$ cat config.mk
export PLATFORM = sky130hd
export DESIGN_NAME = arm_mc_control_unit
export DESIGN_NICKNAME = d
export VERILOG_FILES = /design/src/rtl/arm_ctrl_pkg.sv /design/src/rtl/arm_mc_main_fsm.sv /design/src/rtl/arm_mc_control_unit.sv
export SDC_FILE = /design/constraint.sdc
export NUM_CORES = 1
export LEC_CHECK = 0
export CAP_MARGIN = 30
export CELL_PAD_IN_SITES_DETAIL_PLACEMENT = 1
export CELL_PAD_IN_SITES_GLOBAL_PLACEMENT = 1
export CORE_MARGIN = 2
export CORE_UTILIZATION = 26
export CTS_BUF_LIST = sky130_fd_sc_hd__clkbuf_8
export CTS_CLUSTER_DIAMETER = 50
export CTS_CLUSTER_SIZE = 30
export DETAILED_ROUTE_END_ITERATION = 12
export PLACE_DENSITY = 0.79
export RECOVER_POWER = 100
export SETUP_SLACK_MARGIN = 0.02
export SYNTH_ARGS = -nofsm -noshare
export SYNTH_HDL_FRONTEND = slang
export SYNTH_SLANG_ARGS = --single-unit
$ cat constraint.sdc
create_clock -name clk -period 2.4 [get_ports clk]
set_clock_uncertainty 0.15 [all_clocks]
set_input_delay 0.36 -clock clk [delete_from_list [all_inputs] [get_ports clk]]
set_output_delay 0.36 -clock clk [all_outputs]
set_load 0.05 [all_outputs]
$ cat src/rtl/arm_ctrl_pkg.sv
// Shared types and encodings for the multicycle ARM controller: FSM states, ALU command
// and control codes, condition codes, mux select values and the condition evaluator.
package arm_ctrl_pkg;

  typedef enum logic [3:0] {
    StFetch    = 4'd0,
    StDecode   = 4'd1,
    StMemAdr   = 4'd2,
    StMemRead  = 4'd3,
    StMemWb    = 4'd4,
    StMemWrite = 4'd5,
    StExecuteR = 4'd6,
    StExecuteI = 4'd7,
    StAluWb    = 4'd8,
    StBranch   = 4'd9
  } state_e;

  localparam logic [1:0] OpDp  = 2'b00;
  localparam logic [1:0] OpMem = 2'b01;
  localparam logic [1:0] OpBr  = 2'b10;
  localparam logic [1:0] OpIll = 2'b11;

  localparam logic [3:0] CmdAnd = 4'b0000;
  localparam logic [3:0] CmdEor = 4'b0001;
  localparam logic [3:0] CmdSub = 4'b0010;
  localparam logic [3:0] CmdAdd = 4'b0100;
  localparam logic [3:0] CmdCmp = 4'b1010;
  localparam logic [3:0] CmdOrr = 4'b1100;

  localparam logic [2:0] AluAdd = 3'b000;
  localparam logic [2:0] AluSub = 3'b001;
  localparam logic [2:0] AluAnd = 3'b010;
  localparam logic [2:0] AluOrr = 3'b011;
  localparam logic [2:0] AluEor = 3'b100;

  localparam logic [3:0] CondEq = 4'b0000;
  localparam logic [3:0] CondNe = 4'b0001;
  localparam logic [3:0] CondCs = 4'b0010;
  localparam logic [3:0] CondCc = 4'b0011;
  localparam logic [3:0] CondMi = 4'b0100;
  localparam logic [3:0] CondPl = 4'b0101;
  localparam logic [3:0] CondVs = 4'b0110;
  localparam logic [3:0] CondVc = 4'b0111;
  localparam logic [3:0] CondHi = 4'b1000;
  localparam logic [3:0] CondLs = 4'b1001;
  localparam logic [3:0] CondGe = 4'b1010;
  localparam logic [3:0] CondLt = 4'b1011;
  localparam logic [3:0] CondGt = 4'b1100;
  localparam logic [3:0] CondLe = 4'b1101;
  localparam logic [3:0] CondAl = 4'b1110;
  localparam logic [3:0] CondNv = 4'b1111;

  localparam logic [1:0] ResAluOut    = 2'b00;
  localparam logic [1:0] ResData      = 2'b01;
  localparam logic [1:0] ResAluResult = 2'b10;

  localparam logic [1:0] SrcBReg  = 2'b00;
  localparam logic [1:0] SrcBImm  = 2'b01;
  localparam logic [1:0] SrcBFour = 2'b10;

  // nzcv is {N, Z, C, V}
  function automatic logic cond_holds(input logic [3:0] cond, input logic [3:0] nzcv);
    logic n, z, c, v;
    {n, z, c, v} = nzcv;
    unique case (cond)
      CondEq: cond_holds = z;
      CondNe: cond_holds = ~z;
      CondCs: cond_holds = c;
      CondCc: cond_holds = ~c;
      CondMi: cond_holds = n;
      CondPl: cond_holds = ~n;
      CondVs: cond_holds = v;
      CondVc: cond_holds = ~v;
      CondHi: cond_holds = c & ~z;
      CondLs: cond_holds = ~c | z;
      CondGe: cond_holds = (n == v);
      CondLt: cond_holds = (n != v);
      CondGt: cond_holds = ~z & (n == v);
      CondLe: cond_holds = z | (n != v);
      CondAl: cond_holds = 1'b1;
      CondNv: cond_holds = 1'b0;
    endcase
  endfunction

endpackage

$ cat src/rtl/arm_mc_main_fsm.sv
// Main sequencer of the multicycle controller: Moore FSM producing raw (ungated) per-state
// write strobes and datapath mux selects.
module arm_mc_main_fsm
  import arm_ctrl_pkg::*;
(
  input  logic       clk,
  input  logic       rst_n,
  input  logic [1:0] i_op,
  input  logic       i_funct_i,
  input  logic       i_funct_l,
  input  logic [3:0] i_cmd,
  output logic [3:0] o_state,
  output logic       o_reg_w,
  output logic       o_mem_w,
  output logic       o_branch,
  output logic       o_ir_write,
  output logic       o_next_pc,
  output logic       o_adr_src,
  output logic       o_alu_src_a,
  output logic [1:0] o_alu_src_b,
  output logic [1:0] o_result_src,
  output logic       o_alu_op,
  output logic       o_illegal
);

  state_e r_state;
  state_e w_state_next;

  always_ff @(posedge clk or negedge rst_n) begin
    if (!rst_n) begin
      r_state <= StFetch;
    end else begin
      r_state <= w_state_next;
    end
  end

  assign o_state = r_state;

  always_comb begin
    w_state_next = StFetch;
    o_reg_w      = 1'b0;
    o_mem_w      = 1'b0;
    o_branch     = 1'b0;
    o_ir_write   = 1'b0;
    o_next_pc    = 1'b0;
    o_adr_src    = 1'b0;
    o_alu_src_a  = 1'b0;
    o_alu_src_b  = SrcBReg;
    o_result_src = ResAluOut;
    o_alu_op     = 1'b0;
    o_illegal    = 1'b0;
    case (r_state)
      StFetch: begin
        w_state_next = StDecode;
        o_ir_write   = 1'b1;
        o_next_pc    = 1'b1;
        o_alu_src_a  = 1'b1;
        o_alu_src_b  = SrcBFour;
        o_result_src = ResAluResult;
      end
      StDecode: begin
        o_alu_src_a  = 1'b1;
        o_alu_src_b  = SrcBFour;
        o_result_src = ResAluResult;
        unique case (i_op)
          OpMem: w_state_next = StMemAdr;
          OpDp:  w_state_next = i_funct_i ? StExecuteI : StExecuteR;
          OpBr:  w_state_next = StBranch;
          OpIll: begin
            w_state_next = StFetch;
            o_illegal    = 1'b1;
          end
        endcase
      end
      StMemAdr: begin
        o_alu_src_b  = SrcBImm;
        w_state_next = i_funct_l ? StMemRead : StMemWrite;
      end
      StMemRead: begin
        o_adr_src    = 1'b1;
        w_state_next = StMemWb;
      end
      StMemWb: begin
        o_result_src = ResData;
        o_reg_w      = 1'b1;
      end
      StMemWrite: begin
        o_adr_src = 1'b1;
        o_mem_w   = 1'b1;
      end
      StExecuteR, StExecuteI: begin
        o_alu_src_b  = (r_state == StExecuteI) ? SrcBImm : SrcBReg;
        o_alu_op     = 1'b1;
        // CMP has no register result, so it skips writeback
        w_state_next = (i_cmd == CmdCmp) ? StFetch : StAluWb;
      end
      StAluWb: begin
        o_reg_w = 1'b1;
      end
      StBranch: begin
        o_alu_src_b  = SrcBImm;
        o_result_src = ResAluResult;
        o_branch     = 1'b1;
      end
      default: w_state_next = StFetch;
    endcase
  end

endmodule

$ cat src/rtl/arm_mc_control_unit.sv
// Multicycle ARM control unit: wraps the main FSM with the ALU decoder, the NZCV register,
// condition evaluation against the registered flags, and write gating.
module arm_mc_control_unit
  import arm_ctrl_pkg::*;
#(
  parameter int unsigned ALUCTRL_W   = 2,
  parameter logic [3:0]  FLAGS_RESET = 4'b0000
) (
  input  logic                 clk,
  input  logic                 rst_n,
  input  logic [1:0]           Op,
  input  logic [5:0]           Funct,
  input  logic [3:0]           Rd,
  input  logic [3:0]           Cond,
  input  logic [3:0]           ALUFlags,
  output logic                 PCWrite,
  output logic                 IRWrite,
  output logic                 MemWrite,
  output logic                 RegWrite,
  output logic                 AdrSrc,
  output logic                 ALUSrcA,
  output logic [1:0]           ALUSrcB,
  output logic [1:0]           ResultSrc,
  output logic [1:0]           ImmSrc,
  output logic [1:0]           RegSrc,
  output logic [ALUCTRL_W-1:0] ALUControl,
  output logic [3:0]           Flags,
  output logic                 illegal,
  output logic [3:0]           state
);

  localparam logic [ALUCTRL_W-1:0] AluEorCode =
    (ALUCTRL_W >= 3) ? ALUCTRL_W'(AluEor) : ALUCTRL_W'(AluAdd);

  logic       w_reg_w, w_mem_w, w_branch, w_ir_write, w_next_pc, w_alu_op, w_illegal;
  logic       w_cond_ex, w_flag_upd, w_cv_upd;
  logic [3:0] w_cmd;
  logic [3:0] r_flags;
  logic [ALUCTRL_W-1:0] w_alu_ctrl;

  assign w_cmd = Funct[4:1];

  arm_mc_main_fsm u_main_fsm (
    .clk          (clk),
    .rst_n        (rst_n),
    .i_op         (Op),
    .i_funct_i    (Funct[5]),
    .i_funct_l    (Funct[0]),
    .i_cmd        (w_cmd),
    .o_state      (state),
    .o_reg_w      (w_reg_w),
    .o_mem_w      (w_mem_w),
    .o_branch     (w_branch),
    .o_ir_write   (w_ir_write),
    .o_next_pc    (w_next_pc),
    .o_adr_src    (AdrSrc),
    .o_alu_src_a  (ALUSrcA),
    .o_alu_src_b  (ALUSrcB),
    .o_result_src (ResultSrc),
    .o_alu_op     (w_alu_op),
    .o_illegal    (w_illegal)
  );

  always_comb begin
    w_alu_ctrl = ALUCTRL_W'(AluAdd);
    if (w_alu_op) begin
      case (w_cmd)
        CmdAdd:         w_alu_ctrl = ALUCTRL_W'(AluAdd);
        CmdSub, CmdCmp: w_alu_ctrl = ALUCTRL_W'(AluSub);
        CmdAnd:         w_alu_ctrl = ALUCTRL_W'(AluAnd);
        CmdOrr:         w_alu_ctrl = ALUCTRL_W'(AluOrr);
        CmdEor:         w_alu_ctrl = AluEorCode;
        default:        w_alu_ctrl = ALUCTRL_W'(AluAdd);
      endcase
    end
  end

  assign ALUControl = w_alu_ctrl;

  // Condition uses registered flags, so an update in this execute cycle is not yet visible
  assign w_cond_ex  = cond_holds(Cond, r_flags);
  assign w_flag_upd = w_alu_op & Funct[0] & w_cond_ex;
  assign w_cv_upd   = (w_cmd == CmdAdd) | (w_cmd == CmdSub) | (w_cmd == CmdCmp);

  always_ff @(posedge clk or negedge rst_n) begin
    if (!rst_n) begin
      r_flags <= FLAGS_RESET;
    end else if (w_flag_upd) begin
      r_flags[3:2] <= ALUFlags[3:2];
      if (w_cv_upd) begin
        r_flags[1:0] <= ALUFlags[1:0];
      end
    end
  end

  assign Flags  = r_flags;
  assign ImmSrc = Op;
  assign RegSrc = {Op == OpMem, Op == OpBr};

  // Strobes are held low for the whole reset, even though the FSM already sits in FETCH
  assign IRWrite  = rst_n & w_ir_write;
  assign RegWrite = rst_n & w_reg_w & w_cond_ex;
  assign MemWrite = rst_n & w_mem_w & w_cond_ex;
  assign PCWrite  = rst_n & (w_next_pc | (w_cond_ex & (w_branch | (w_reg_w & (Rd == 4'hF)))));
  assign illegal  = rst_n & w_illegal;

endmodule

==> results.sh, run 1 <==
export IMPL_fin_ws_ps=-162
export IMPL_crit_slowest_cell="mux4_2"
export IMPL_coreArea_sq_um=2810
export IMPL_grt_ovfl_total=0
export IMPL_period_minus_slack_ps=2560
export IMPL_htree_levels=1
export IMPL_arrival_ps=2050
export IMPL_crit_chain="mux4_2, xnor2_2, nand2b_1, nand2_2, a2111oi_4, buf_12"
export IMPL_synth_edf_count=0
export IMPL_start_kind="register"
export IMPL_timing_critical_path_to="RegWrite"
export IMPL_p_leak_nw=0.625
export IMPL_cp_startpoint="Flags[3]"
export IMPL_worst_slew_pin_slew_ps=622
export IMPL_critPathMaxStageDelay_ps=520
export IMPL_cts_tree="built"
export IMPL_fin_nets=173
export IMPL_r2r_slack_ps=110
export IMPL_routed_wl_mm=3.08
export IMPL_dp_hpwl_mm=2.37
export IMPL_syn_area_per_cell_sq_um=7.93
export IMPL_rsz0062_at_grt="yes"
export IMPL_multi_input_area_sq_um=614
export IMPL_ant_nets=0
export IMPL_regToRegStartpoint="Flags[0]"
export IMPL_drv_cap=0
export IMPL_crit_family="multiplexers"
export IMPL_area_growth_pct=100
export IMPL_antenna_found_initial=0
export IMPL_yosys_warnings=0
export IMPL_report_final_slew_viol_count=0
export IMPL_yosysSeqAreaShare=0.258
export IMPL_violations="DRC, setup timing"
export IMPL_outcome="finished with violations"
export IMPL_row_count=19
export IMPL_die_h_um=58.7
export IMPL_critPathKind="reg -> out"
export IMPL_cp_required_ps=1890
export IMPL_die_area_sq_um=3440
export IMPL_register_area_sq_um=205
export IMPL_stdcell_area_sq_um=1560
export IMPL_drc=3
export IMPL_powerDensity_nw_per_um2=1230
export IMPL_die_w_um=58.7
export IMPL_root_buffer="clkbuf_8"
export IMPL_grt_first_pass_wirelength_mm=5.11
export IMPL_antenna_cells=0
export IMPL_worstRegToRegCells=7
export IMPL_place_gp_congestion=0.789
export IMPL_crit_buf_inv=1
export IMPL_synth_seq_cells=8
export IMPL_cts_buffer_depth=2
export IMPL_grtUsageTotal=0.194
export IMPL_worstSetupPathDepth=6
export IMPL_initial_utilization=0.277
export IMPL_nFillCells=330
export IMPL_final_setup_viol_count=3
export IMPL_syn_num_nets=120
export IMPL_grt_pass1_vias=1066
export IMPL_place_area_sq_um=1500
export IMPL_syn_area_sq_um=777
export IMPL_layout_drive_gt1_share=0.333
export IMPL_synth_cells=98
export IMPL_cts_sinks=8
export IMPL_grt_max_degree=11
export IMPL_vdd_drop_max_v=0.000690
export IMPL_timing_fmax_ghz=0.390
export IMPL_hold_viol=0
export IMPL_r2r_end="Flags[3]"
export IMPL_ys_types=35
export IMPL_yosysTopAreaCell="dfrtp_1"
export IMPL_synth_top_flop_cell="dfrtp_1"
export IMPL_yosysTopAreaCellShare=0.258
export IMPL_cts_clk_slew_worst_paths_ps=40
export IMPL_holdWs_ps=244
export IMPL_timing_critical_path_to_type="output pin"
export IMPL_fin_cells=181
export IMPL_drt_pass1_iter_count=8
export IMPL_vias=933
export IMPL_wl_per_cell_um=17.0
export IMPL_placed_cells=173
export IMPL_hold_path_class="in -> async"
export IMPL_path_max_fanout=4
export IMPL_clk_latency_ps=230
export IMPL_ys_async_sr_fraction=1.00
export IMPL_pin_count=47
export IMPL_io_buffers=46
export IMPL_vias_per_cell=5.15
export IMPL_synth_area_leaders="dfrtp_1, nor2b_1, mux2_1, nor2_1, nand2b_1"
export IMPL_first_iter_violations=21
export IMPL_pre_cts_ws_ps=-475
export IMPL_numCtsBuffers=3
export IMPL_fin_crit_sh=1.07
export IMPL_maxSlewHeadroom=0.587
## layout by cell type, fill, tap and decap left out, types with 3 or more instances in the layout
cell,instances
nand3_1,3
dfrtp_2,4
nor2_1,11
inv_1,4
buf_12,13
clkdlybuf4s50_1,20
mux2_1,4
clkbuf_1,4
buf_4,10
nand2_1,5
dfrtp_1,4
a21oi_1,7
nor3_4,4
nor2b_1,8
nand2b_1,6
clkbuf_8,3
dlygate4sd3_1,5
## stage by stage
| stage | power (mW) | TNS [ps] | utilization |
|---|---|---|---|
| 6_report | 1.91 | -452 | 0.554 |
| 3_5_place_dp | 1.71 | -2040 | 0.534 |
| 5_1_grt | 2.00 | -610 | 0.554 |
| 4_1_cts | 1.92 | -339 | 0.563 |
| 3_3_place_gp | 1.68 | -1760 | 0.534 |
| 2_1_floorplan | 1.10 | -986 | - |
## final cells by class
class                   count  share of cell area
flip-flops and latches      8               0.132
well taps                  31              0.0249
inverters                   3             0.00724
clock buffers               3              0.0265
multi-input cells          79               0.395
clock inverters             1             0.00241
repair buffers             56               0.412
## flip-flops by register name, indices dropped and copies added, names as in the netlist
register and flops:
u_main_fsm.o_state 4, Flags 4
## cells by family (layout without fill, tap and decap cells)
kind of cell,after synthesis,after routing,synth area share
multiplexers,6,6,0.106
AND/OR/NAND/NOR,51,51,0.356
XOR/XNOR,4,4,0.0451
flip-flops,8,8,0.258
AO/OA/AOI/OAI,18,18,0.161
buffers and inverters,11,63,0.0741
## power breakdown
group | switching (mW) | internal, mW | leakage, nW | total [mW]
sequential | 0.0981 | 0.183 | 0.0997 | 0.281
clock | 0.0557 | 0.111 | 0.0269 | 0.167
combinational | 0.855 | 0.605 | 0.498 | 1.46
## synthesized netlist by cell type (3+ instances only)
library cell and number:
nand2_1 6, a21oi_1 7, dfrtp_1 8, nand3_1 3, clkbuf_1 3, nand2b_1 7, nor2_1 12, inv_1 3
xnor2_1 3, mux2_1 4, nor3_1 6, nor2b_1 8
## how the worst min path moves through the flow
stage	from	to	depth (start not counted)
CTS	rst_n	u_main_fsm.o_state[3]	1
floorplan	rst_n	Flags[0]	0
global placement	u_main_fsm.o_state[0]	u_main_fsm.o_state[0]	1
finish	rst_n	u_main_fsm.o_state[3]	1
detailed placement	u_main_fsm.o_state[0]	u_main_fsm.o_state[0]	1
global route	rst_n	u_main_fsm.o_state[3]	1
## layer usage
layer,track usage,up-vias,share of wire
met2,0.331,19,0.53
met3,0.0154,10,0.028
met1,0.246,461,0.41
met4,0.101,0,0.038
met5,0,-,0
li1,-,443,-
## worst register-to-register path, cell delays in order (launching register included)
cell and delay, ps:
dfrtp_2 430, xnor2_2 230, mux2_4 330, a221o_1 350, buf_4 160, buf_4 120, nand3_2 80, mux2_1 320
## repair_timing
| action | in CTS | in global routing |
|---|---|---|
| gates resized for setup | 8 | 1 |
| hold buffers | 0 | 0 |
| setup endpoints to repair | 4 | 3 |
| buffers inserted | 3 | 1 |
| pin swaps | 5 | 1 |
No activity file was read; power rests on OpenSTA's default activity.
==> inputs of run 2 (changes only) <==
Settings changed: CELL_PAD_IN_SITES_DETAIL_PLACEMENT 1 to not set, CELL_PAD_IN_SITES_GLOBAL_PLACEMENT 1 to not set, CORE_UTILIZATION 26 to 40, DONT_BUFFER_PORTS set to 1, PLACE_DENSITY 0.79 to 0.51, SYNTH_HIERARCHICAL set to 1.
==> results.sh, run 2 <==
export IMPL_cts_sinks=8
export IMPL_vdd_drop_max_v=0.000620
export IMPL_final_setup_viol_count=1
export IMPL_placed_cells=138
export IMPL_grtUsageTotal=0.178
export IMPL_vias=791
export IMPL_final_util=0.536
export IMPL_maxSlewHeadroom=0.337
export IMPL_synth_cells=100
export IMPL_grt_ovfl_total=0
export IMPL_clk_latency_ps=220
export IMPL_ys_async_sr_fraction=1.00
export IMPL_arrival_ps=1890
export IMPL_nFillCells=202
export IMPL_outcome="finished with violations"
export IMPL_vias_per_cell=5.46
export IMPL_violations="setup timing"
export IMPL_fin_nets=141
export IMPL_cts_clk_slew_worst_paths_ps=40
export IMPL_timing_critical_path_to_type="output pin"
export IMPL_die_h_um=49.2
export IMPL_syn_num_nets=122
export IMPL_synth_seq_cells=8
export IMPL_crit_buf_inv=0
export IMPL_cts_tree="built"
export IMPL_ys_top_cells_by_count="dfrtp_1, nor2_1, inv_1, nor3_1"
export IMPL_grt_pass1_vias=772
export IMPL_dp_hpwl_mm=1.54
export IMPL_io_buffers=0
export IMPL_yosys_warnings=6
export IMPL_initial_utilization=0.420
export IMPL_fin_ws_ps=-1.77
export IMPL_die_w_um=49.2
export IMPL_place_gp_congestion=0.791
export IMPL_ys_types=43
export IMPL_htree_levels=1
export IMPL_layout_drive_gt1_share=0.339
export IMPL_wl_per_cell_um=14.3
export IMPL_grt_max_degree=13
export IMPL_period_minus_slack_ps=2400
export IMPL_ant_nets=0
export IMPL_register_area_sq_um=205
export IMPL_crit_family="simple AND/OR/NAND/NOR gates"
export IMPL_drt_pass1_iter_count=4
export IMPL_hold_viol=0
export IMPL_crit_chain="xor2_4, nor3_2, a221o_1, a22oi_2, and2_4, and3_4"
export IMPL_pin_count=47
export IMPL_multi_input_area_sq_um=603
export IMPL_critPathMaxStageDelay_ps=450
export IMPL_worst_slew_pin_slew_ps=994
export IMPL_row_count=16
export IMPL_area_growth_pct=27.6
export IMPL_syn_area_sq_um=816
export IMPL_report_final_slew_viol_count=0
export IMPL_synth_top_flop_cell="dfrtp_1"
export IMPL_grt_first_pass_wirelength_mm=3.43
export IMPL_cp_required_ps=1890
export IMPL_first_iter_violations=26
export IMPL_antenna_found_initial=0
export IMPL_yosysSeqAreaShare=0.245
export IMPL_crit_slowest_cell="dfrtp_2"
export IMPL_cts_buffer_depth=2
export IMPL_fin_crit_sh=1.00
export IMPL_timing_fmax_ghz=0.416
export IMPL_fin_setup_tns_ps=-1.77
export IMPL_r2r_slack_ps=300
export IMPL_fin_cells=145
export IMPL_critPathKind="reg -> out"
export IMPL_coreArea_sq_um=1940
export IMPL_syn_area_per_cell_sq_um=8.16
export IMPL_p_leak_nw=0.432
export IMPL_drc=0
export IMPL_drv_cap=0
export IMPL_hold_path_class="in -> reg"
export IMPL_synth_area_leaders="dfrtp_1, mux2_1, buf_4, nor3_1, nor2_1"
export IMPL_root_buffer="clkbuf_8"
export IMPL_numCtsBuffers=3
export IMPL_die_area_sq_um=2420
export IMPL_powerDensity_nw_per_um2=1370
export IMPL_start_kind="register"
export IMPL_final_common_cell="buf_4"
export IMPL_yosysTopAreaCell="dfrtp_1"
export IMPL_final_cell_mix="buf_4, inv_1, clkbuf_1, nor2_1"
export IMPL_synth_edf_count=0
export IMPL_antenna_cells=0
export IMPL_rsz0062_at_grt="yes"
export IMPL_path_max_fanout=3
export IMPL_yosysTopAreaCellShare=0.245
export IMPL_pre_cts_ws_ps=155
export IMPL_routed_wl_mm=2.08
==> run 2: cell types whose count changed in the layout (fill, tap and decap cells not counted), sizes merged, moves of 4 or more <==
cell,previous run,this run
clkdlybuf4s50,20,0
nand3,5,1
nor2b,8,3
buf,24,11
dlygate4sd3,5,1
a21oi,7,3
nor2,12,8
clkbuf,7,13
and3,0,4
==> run 2: what timing repair did <==
item,in CTS,in global routing
hold endpoints to repair,8,0
buffers inserted,1,1
pin swaps,3,6
hold buffers,1,0
endpoints found under the setup margin,3,4
gates resized for setup,6,7
==> run 2: worst reg2reg max path, delay by kind of cell, from the launching register on <==
family	cells	cell delay, ps
buf+inv	1	150
simple gates	2	200
flops	1	450
xor+xnor	1	220
mux	1	340
compound gates	2	490
==> run 2: worst paths after layout <==
path / start / end / cells past startpoint
worst max-delay path: Flags[3] / MemWrite / 6
worst min-delay path: Op[0] / u_main_fsm/o_state[3] / 1
worst max register to register: Flags[3] / Flags[2] / 7
worst min register to register: u_main_fsm/o_state[1] / u_main_fsm/o_state[2] / 2
max in group asynchronous: rst_n / u_main_fsm/o_state[2] / 1
min in group asynchronous: rst_n / Flags[1] / 1
==> run 2: routing by layer <==
metal / vias to the layer above / track usage / wire length, um
met1: 366 / 0.241 / 938
met2: 31 / 0.288 / 982
met4: 0 / 0.0429 / 13
li1: 392 / - / -
met5: - / 0 / 0
met3: 2 / 0.0368 / 143
==> run 2: area by class of cell <==
cell class | instances | area share
Clock buffer | 3 | 0.0397
Clock inverter | 1 | 0.00361
Inverter | 6 | 0.0216
Multi-Input combinational cell | 78 | 0.579
Sequential cell | 8 | 0.197
Tap cell | 27 | 0.0325
Timing Repair Buffer | 22 | 0.126
==> run 2: cells by family after synthesis <==
logic type,count (synthesis),synth area share
simple gates,46,0.331
flops,8,0.245
xor+xnor,5,0.0537
mux,4,0.0552
compound gates,23,0.216
buf+inv,14,0.0982
==> run 2: power by group <==
part           internal [mW]  total (mW)  switching [mW]
clock network          0.110       0.160          0.0499
logic                  0.282        1.01           0.730
registers              0.184       0.251          0.0673
==> run 2: per-stage QoR <==
step / area, sq um / hold slack, ps / power [mW]
2_1_floorplan: 840 / -85.6 / 1.07
3_3_place_gp: 958 / -84.9 / 1.24
3_5_place_dp: 958 / -84.8 / 1.25
4_1_cts: 1050 / 84.5 / 1.45
5_1_grt: 1040 / 88.2 / 1.50
6_report: 1040 / 97.0 / 1.42
